`src/rtl/imem_arbiter.sv`:
```
// imem_arbiter: shares one combinational instruction ROM read port between
// CPU fetch (port 0, fixed priority) and a debug/trace reader (port 1).
// A streak counter caps how many consecutive port-0 grants port 1 can wait.
// Read data is registered and returned one cycle after the grant.
// Ports:
//   clk, reset (async, active-high)
//   p0_req/p0_addr/p0_gnt/p0_rvalid/p0_rdata: fetch port
//   p1_req/p1_addr/p1_gnt/p1_rvalid/p1_rdata: debug port
//   mem_a/mem_rd: byte address to and combinational data from the ROM
// Optional macro IMEM_ARB_ALIGN_CHECK_EN adds p0_err/p1_err and flags
// misaligned addresses (response rdata forced to 0, mem_a word-aligned).
module imem_arbiter #(
  parameter int unsigned MAX_STREAK = 4,
  parameter int unsigned AW         = 32,
  parameter int unsigned DW         = 32
) (
  input  logic          clk,
  input  logic          reset,
  input  logic          p0_req,
  input  logic [AW-1:0] p0_addr,
  output logic          p0_gnt,
  output logic          p0_rvalid,
  output logic [DW-1:0] p0_rdata,
  input  logic          p1_req,
  input  logic [AW-1:0] p1_addr,
  output logic          p1_gnt,
  output logic          p1_rvalid,
  output logic [DW-1:0] p1_rdata,
`ifdef IMEM_ARB_ALIGN_CHECK_EN
  output logic          p0_err,
  output logic          p1_err,
`endif
  output logic [AW-1:0] mem_a,
  input  logic [DW-1:0] mem_rd
);

  localparam int unsigned SW = $clog2(MAX_STREAK + 1);
  localparam logic [SW-1:0] STREAK_MAX = SW'(MAX_STREAK);

  logic [SW-1:0] streak_q, streak_d;
  logic          gnt0, gnt1;
  logic [AW-1:0] addr_sel;
  logic [DW-1:0] rdata_d;
  logic          p0_rvalid_q, p1_rvalid_q;
  logic [DW-1:0] p0_rdata_q, p1_rdata_q;

  // Port 0 wins conflicts until port 1 has waited MAX_STREAK grants.
  always_comb begin
    gnt0 = 1'b0;
    gnt1 = 1'b0;
    if (!reset) begin
      if (p0_req && p1_req) begin
        if (streak_q == STREAK_MAX) gnt1 = 1'b1;
        else                        gnt0 = 1'b1;
      end else if (p0_req) begin
        gnt0 = 1'b1;
      end else if (p1_req) begin
        gnt1 = 1'b1;
      end
    end
  end

  always_comb begin
    addr_sel = '0;
    if (gnt0)      addr_sel = p0_addr;
    else if (gnt1) addr_sel = p1_addr;
  end

  // Streak only counts while port 1 is actually waiting.
  always_comb begin
    streak_d = streak_q;
    if (!p1_req || gnt1)
      streak_d = '0;
    else if (gnt0 && streak_q != STREAK_MAX)
      streak_d = streak_q + SW'(1);
  end

`ifdef IMEM_ARB_ALIGN_CHECK_EN
  logic misalign;
  logic p0_err_q, p1_err_q;

  assign misalign = |addr_sel[1:0];
  assign mem_a    = {addr_sel[AW-1:2], 2'b00};
  assign rdata_d  = misalign ? '0 : mem_rd;

  always_ff @(posedge clk or posedge reset) begin
    if (reset) begin
      p0_err_q <= 1'b0;
      p1_err_q <= 1'b0;
    end else begin
      p0_err_q <= gnt0 & misalign;
      p1_err_q <= gnt1 & misalign;
    end
  end

  assign p0_err = p0_err_q;
  assign p1_err = p1_err_q;
`else
  assign mem_a   = addr_sel;
  assign rdata_d = mem_rd;
`endif

  always_ff @(posedge clk or posedge reset) begin
    if (reset) begin
      streak_q    <= '0;
      p0_rvalid_q <= 1'b0;
      p1_rvalid_q <= 1'b0;
      p0_rdata_q  <= '0;
      p1_rdata_q  <= '0;
    end else begin
      streak_q    <= streak_d;
      p0_rvalid_q <= gnt0;
      p1_rvalid_q <= gnt1;
      if (gnt0) p0_rdata_q <= rdata_d;
      if (gnt1) p1_rdata_q <= rdata_d;
    end
  end

  assign p0_gnt    = gnt0;
  assign p1_gnt    = gnt1;
  assign p0_rvalid = p0_rvalid_q;
  assign p1_rvalid = p1_rvalid_q;
  assign p0_rdata  = p0_rdata_q;
  assign p1_rdata  = p1_rdata_q;

endmodule

```
`config.mk`:
```
export PLATFORM = sky130hd
export DESIGN_NAME = imem_arbiter
export DESIGN_NICKNAME = d
export VERILOG_FILES = /design/src/rtl/imem_arbiter.sv
export SDC_FILE = /design/constraint.sdc
export NUM_CORES = 1
export LEC_CHECK = 0
export CORE_UTILIZATION = 40
export CTS_BUF_LIST = sky130_fd_sc_hd__clkbuf_4 sky130_fd_sc_hd__clkbuf_8
export DETAILED_ROUTE_END_ITERATION = 6
export PLACE_DENSITY = 0.93
export SLEW_MARGIN = 20
export SYNTH_ARGS = -nofsm -noshare
export SYNTH_HDL_FRONTEND = slang
export SYNTH_SLANG_ARGS = --single-unit
```
`constraint.sdc`:
```
create_clock -name clk -period 5.4 [get_ports clk]
set_clock_uncertainty 0.2 [all_clocks]
set_input_delay 1.08 -clock clk [delete_from_list [all_inputs] [get_ports clk]]
set_output_delay 1.08 -clock clk [all_outputs]
set_load 0.1 [all_outputs]
```
==> metrics.md, run 1 <==
| Metric | Value |
|---|---|
| Status | `complete, no violations` |
| Slowest cell on the critical path | `clkdlybuf4s50_1` |
| IO Pins | `200` |
| Area leader, netlist | `dfrtp_1` |
| Avg Cell Area, Syn | `15.44 µm²` |
| Hold Crit Class | `flip-flop to flip-flop` |
| Core Area | `about 7300 µm²` |
| Worst EP required | `4.12 ns` |
| Period utilisation layout | `between 80% and 90%` |
| Worst Hold Path EP | `p1_rdata[8]` |
| Cells after Synth | `198` |
| Placed Area | `slightly above 5000 µm²` |
| Final hold violations | `0` |
| Setup slack after placement | `0.9513 ns` |
| # H-tree levels | `3` |
| Core Util, Final | `71.60%` |
| Top-count cell post-synth | `dfrtp_1` |
| Drt pass-1 iters | `4` |
| R2r worst-path depth | `6` |
| Post-synthesis async set-or-reset flop share | `100.0%` |
| First-pass GRT wire length | `12.62 mm` |
| WL/cell | `17.51 µm` |
| Final setup violating endpoints | `0` |
| Clk slew on worst S/H paths | `0.07 ns` |
| GRT busiest layer | `met2` |
| DRC | `0` |
| Worst Setup Path Type | `input pin to output port` |
| Ranking of synthesized cells by area | `dfrtp_1, mux2_2, a22o_1` |
| Grt met2 use | `37.82%` |
| Worst setup EP type | `output port` |
| Min-delay src | `p1_rdata[8]` |
| Post-synthesis sequential area ratio | `56.49%` |
| Fillers | `480` |
| Reg2reg start | `streak_q[0]` |
| GRT Total Usage | `21.69%` |
| Minimum clock period | `4.427 ns` |
| Post-synth top cells | `dfrtp_1, a22o_1, mux2_2` |
| Pleak | `2.260 nW` |
| Top delay family on crit path | `buffers and inverters` |
| Row count | `31` |
| Syn_nets | `300` |
| Largest stage delay on the critical path | `0.53 ns` |
| Pwr dens | `approximately 430 nW/µm²` |
| Via Count | `2437` |
| Vias in the first global route | `2461` |
| Final Wtd Congestion | `0.8006` |
| Gates resized, CTS repair | `0` |
| Setup repair bufs after CTS | `0` |
| Achievable Freq | `225.9 MHz` |
| Post-CTS Hold Buffers | `0` |
| Max Buffers Root-to-Sink | `2` |
| Non-Filler Instances | `502` |
| Vias/cell | `4.855` |
| TritonCTS Sinks | `69` |
| Grt ovf | `0` |
| Worst R2R Setup Slack | `approximately 2.9 ns` |
| Syn. warnings | `0` |
| Global-route met1 utilization | `26.39%` |
| Kind of start point of the critical path | `input pin` |
| Largest net degree at the start of global routing | `46` |
| Die H | `between 80 and 90 µm` |
| Met3 Usage GRT | `7.387%` |
| Critical-path cell list | `clkdlybuf4s50_1, nand2b_1, a31oi_4, buf_12, a22o_1, buf_4` |
| Relative slew slack | `about a third` |
| Post-Syn Area | `3057 µm²` |
| Slew @ Worst Pin | `1.012 ns` |
| Clk_lat worst skew | `0.33 ns` |
| ANT nets after route | `0` |
| WHS Path Cells | `1` |
| Antenna Cells | `0` |
| Num CTS Buffers | `9` |
| RSZ-0062 raised after global routing | `false` |
| Max Cap Viol | `0` |
| Port bufs | `between 150 and 200` |
| Buf+Inv Stages, Crit Path | `3` |
| R2r endpoint | `p0_rdata[29]` |
| Yosys top cell area share | `56.49%` |
| DPL Wire Length | `around 6.6 mm` |
| Clock root buffer master | `clkbuf_8` |
| Max-slew violations | `0` |
| Die ar. | `7995 µm²` |
| Number of synthesized register bits | `69` |
| Post-placement cell count | `around 500` |
| Number of antenna violations at the first check in global routing | `0` |
| Final #Nets | `around 500` |
| Critical Path AT | `between 3 and 4 ns` |
| Synth unique cells | `22` |
| Final worst slack | `0.9730 ns` |
| TritonCTS clock tree | `yes` |
| 1st-iter DRT viols | `47` |
| Area Overhead vs Synth | `71.71%` |
| Worst VDD drop | `around 0.00029 V` |
| EDFF count, synth | `0` |
| Share of cells above drive strength 1 | `about a quarter` |
| Crit-path max FO | `45` |
| Final Instance Area | `5249 µm²` |
| Initial core utilization | `41.70%` |
| Die W | `89.42 µm` |
| TNS Setup | `0 ns` |
| Top_reg_cell synth | `dfrtp_1` |
| Final WL | `8.792 mm` |
final cells by class:
class	instances	area, µm²	area share (%)
Clock buffer	10	137.6	2.622
Clock inverter	5	83.83	1.597
Inverter	3	11.26	0.2145
Multi-Input combinational cell	112	1209	23.03
Sequential cell	69	1727	32.90
Tap cell	99	123.9	2.360
Timing Repair Buffer	204	1957	37.28
stage by stage:
step / total power (W) / hold WS (ns)
floorplan: 0.001491 / 0.3314
global placement: 0.001780 / 0.2660
detailed placement: 0.001797 / 0.2781
CTS: 0.002268 / 0.2946
global route: 0.002324 / 0.3089
finish: 0.002247 / 0.2891
metal layers:
layer | wire length [µm] | vias up | share of wire, %
met1 | 3625 | 1212 | 41
met4 | 14 | 0 | 0.16
li1 | - | 1133 | -
met3 | 474 | 4 | 5.4
met2 | 4678 | 88 | 53
met5 | 0 | - | 0
state kept, by name, indices dropped and copies added (netlist names):
| name | flops |
|---|---|
| p0_rdata | 32 |
| p0_rvalid | 1 |
| p1_rdata | 32 |
| p1_rvalid | 1 |
| streak_q | 3 |
how the worst max path moves through the flow:
stage               startpoint         to  slack [ns]  depth (start not counted)
CTS                      reset  mem_a[26]        0.96                          6
global placement         reset   mem_a[7]        1.03                          6
global route             reset   mem_a[7]        0.85                          6
detailed placement       reset  mem_a[26]        0.95                          6
floorplan               p0_req  mem_a[11]        1.15                          5
finish                   reset   mem_a[7]        0.97                          6
where the power goes:
group,total (W),switching (W),internal [W]
Combinational,0.00114,0.000842,0.000300
Sequential,0.000643,0.0000443,0.000599
Clock,0.000462,0.000190,0.000272
Total,0.00225,0.00108,0.00117
cell families after synthesis:
family	Yosys count	synth area share, %
AOI/OAI and AO/OA	38	10.85
adders and majority gates	2	0.8185
buffers and inverters	17	4.461
DFF	69	56.49
muxes	64	25.66
and+or+nand+nor	8	1.720
cell usage in the layout, fill, tap and decap left out:
cell type / instances
dfrtp_1: 69
a21boi_2: 1
inv_2: 1
clkbuf_8: 10
buf_12: 1
buf_4: 38
nand3_1: 2
a31oi_4: 1
clkinvlp_4: 2
a21boi_0: 3
or3b_2: 1
mux2_4: 17
nand2_1: 2
o21ai_0: 1
bufinv_16: 2
nor3b_1: 1
a22o_1: 32
mux2_1: 17
nand2b_1: 1
inv_6: 1
nor3b_4: 1
ha_1: 2
mux2_2: 30
inv_1: 2
clkdlybuf4s50_1: 165
worst reg2reg max path, delay by kind of cell (launching register included):
kind | cells | cell delay (ns)
buf+inv | 3 | 0.67
compound gates | 1 | 0.48
mux | 1 | 0.38
flops | 1 | 0.37
fa+ha+maj | 1 | 0.28
(Power assumes the default switching activity.)
==> inputs of run 2 (changes only) <==
- CORE_UTILIZATION: 40 -> 37
- PLACE_DENSITY: 0.93 -> 0.87
- clock period: 5.4 -> 4.6 ns (I/O delays scaled with it)
==> run 2 against run 1 <==
  * Power increased by 23%
  * Utilization increased by 0.88 points
  * Flip-flop and latch count unchanged
  * Non-clock buffer count decreased by 1
  * Critical endpoint is now mem_a[10]
==> metrics.md, run 2 (synthesis gave the netlist of run 1 again) <==
| Metric | Value |
|---|---|
| Slew @ Worst Pin | `1.009 ns (-0.003775 ns)` |
| ANT nets after route | `0 (unchanged)` |
| Max Buffers Root-to-Sink | `2 (unchanged)` |
| Worst EP required | `3.48 ns (-0.64 ns)` |
| Die W | `92.89 µm (+3.9%)` |
| Kind of start point of the critical path | `input pin` |
| Grt ovf | `0 (unchanged)` |
| Worst Setup Path Type | `input pin to output port` |
| Worst R2R Setup Slack | `2.44 ns (-0.46 ns)` |
| Final hold violations | `0 (unchanged)` |
| Critical Path AT | `2.86 ns (-0.29 ns)` |
| Largest net degree at the start of global routing | `67 (+46%)` |
| Area Overhead vs Synth | `86.08%` |
| Pwr dens | `485.2 nW/µm² (+13%)` |
| Die ar. | `8629 µm² (+7.9%)` |
| TritonCTS Sinks | `69 (unchanged)` |
| Critical Path End | `mem_a[10]` |
| Gates resized, CTS repair | `0 (unchanged)` |
| Core Util, Final | `72.48% (+0.88 points)` |
| R2r worst-path depth | `6 (unchanged)` |
| Worst VDD drop | `0.0003005 V (+4.7%)` |
| Final WL | `9.202 mm (+4.7%)` |
| IO Pins | `200 (unchanged)` |
| DRC | `0 (unchanged)` |
| Vias in the first global route | `2556 (+3.9%)` |
| Setup repair bufs after CTS | `0 (unchanged)` |
| Post-CTS Hold Buffers | `0 (unchanged)` |
| Number of antenna violations at the first check in global routing | `0 (unchanged)` |
| Clk_lat worst skew | `0.34 ns (about the same)` |
| Max-slew violations | `0 (unchanged)` |
| Initial core utilization | `38.95% (-2.7 points)` |
| Minimum clock period | `3.977 ns` |
| Pleak | `2.384 nW (+5.5%)` |
| 1st-iter DRT viols | `83 (+77%)` |
| Hold Crit Class | `flip-flop to flip-flop` |
| Sequential power share | `27.3% (-1.3 points)` |
| Port bufs | `199 (unchanged)` |
| Clk network pwr share | `22.2% (+1.6 points)` |
| Grt met2 use | `35.78% (-2.0 points)` |
| Antenna Cells | `0 (unchanged)` |
| Met3 Usage GRT | `6.732% (-0.65 points)` |
| GRT Total Usage | `21.34% (-0.36 points)` |
| Final #Nets | `500 (-0.20%)` |
| Achievable Freq | `251.4 MHz` |
| Die H | `92.89 µm (+3.9%)` |
| Switching fraction of total power | `46.37% (-1.6 points)` |
| Switching pwr | `0.001280 W (+19%)` |
| R2r endpoint | `p1_rdata[26]` |
| Core Area | `7848 µm² (+7.0%)` |
| First-pass GRT wire length | `13.69 mm (+8.5%)` |
| RSZ-0062 raised after global routing | `false` |
| Commonest non-fill, non-tap cell in the layout | `clkdlybuf4s50_1` |
| Vias/cell | `4.863 (+0.18%)` |
| Int Pwr | `0.001480 W (+27%)` |
| Reg2reg start | `streak_q[0]` |
| Final setup violating endpoints | `0 (unchanged)` |
| TNS Setup | `0 ns (unchanged)` |
| Worst setup EP type | `output port` |
| Via Count | `2456 (+0.78%)` |
| Crit-path max FO | `45 (unchanged)` |
| Relative slew slack | `32.55% (+0.25 points)` |
| Final Wtd Congestion | `0.6961 (-13%)` |
| TritonCTS clock tree | `yes` |
| GRT busiest layer | `met2` |
| Fillers | `526 (+9.6%)` |
| Setup crit start | `reset` |
| Row count | `32 (+3.2%)` |
| # H-tree levels | `3 (unchanged)` |
| Drt pass-1 iters | `4 (unchanged)` |
| Clk slew on worst S/H paths | `0.07 ns (about the same)` |
| WL/cell | `18.22 µm (+4.0%)` |
| Status | `complete, no violations` |
| Global-route met1 utilization | `25.98% (-0.41 points)` |
| Tot Pwr | `0.002760 W (+23%)` |
| DPL Wire Length | `6.927 mm (+4.7%)` |
| Period utilisation layout | `about 86%` |
| Num CTS Buffers | `9 (unchanged)` |
| Most frequent cells in the layout | `clkdlybuf4s50_1, dfrtp_1, buf_12` |
| Clock root buffer master | `clkbuf_8` |
| Max Cap Viol | `0 (unchanged)` |
| Comb power frac | `50.5% (-0.3 points)` |
| Share of cells above drive strength 1 | `26.30% (unchanged)` |
[run 2: changes by cell type in the layout (fill, tap and decap cells not counted)]
| cell | delta |
|---|---|
| clkbuf_4 | +1 |
| buf_12 | +33 |
| buf_4 | -34 |
| clkinvlp_4 | -1 |
| bufinv_16 | +1 |
[run 2: final cells by class]
cell class / instances / area, µm² / share of cell area (%)
sequential: 69 / 1727 / 30.36
multi-input combinational: 112 / 1209 / 21.25
inverter: 3 / 11.26 / 0.1980
timing repair buffer: 203 / 2362 / 41.53
tap: 102 / 127.6 / 2.244
clock inverter: 5 / 106.4 / 1.870
clock buffer: 11 / 145.1 / 2.552
[run 2: how the worst min path moves through the flow]
stage	cells after the start	endpoint	start	slack, ns
global placement	1	p1_rdata[20]	p1_rdata[20]	0.27
detailed placement	1	p1_rdata[12]	p1_rdata[12]	0.27
finish	1	p1_rdata[10]	p1_rdata[10]	0.29
CTS	1	p1_rdata[10]	p1_rdata[10]	0.30
floorplan	2	streak_q[0]	streak_q[0]	0.33
global route	1	p1_rdata[10]	p1_rdata[10]	0.31
[run 2: power groups by stage]
stage	logic (W)	clock network (W)	registers, W
after floorplan	0.000282	0	0.00147
after global placement	0.00138	0	0.000757
after detailed placement	0.00140	0	0.000765
after CTS	0.00140	0.000629	0.000754
after global routing	0.00143	0.000652	0.000766
final	0.00140	0.000612	0.000753
[run 2: worst max-delay path, stage by stage]
cell and delay, ns:
clkdlybuf4s50_1 0.55, nand2b_1 0.26, a31oi_4 0.16, buf_4 0.48
a22o_1 0.28, buf_12 0.19
[run 2: metal layers]
layer	up-vias	routed length, µm
met5	-	0
met4	0	125
met3	12	522
met2	84	4860
met1	1230	3692
li1	1130	-
[run 2: through the flow]
step                cell area, µm²  hold WS (ns)  instances  setup WS, ns
floorplan                     3057        0.3314        198        0.6704
global placement              5436        0.2677        489        0.7131
detailed placement            5436        0.2738        489        0.6343
CTS                           5688        0.2955        505        0.6365
global route                  5688        0.3110        505        0.5015
finish                        5688        0.2875        505        0.6229
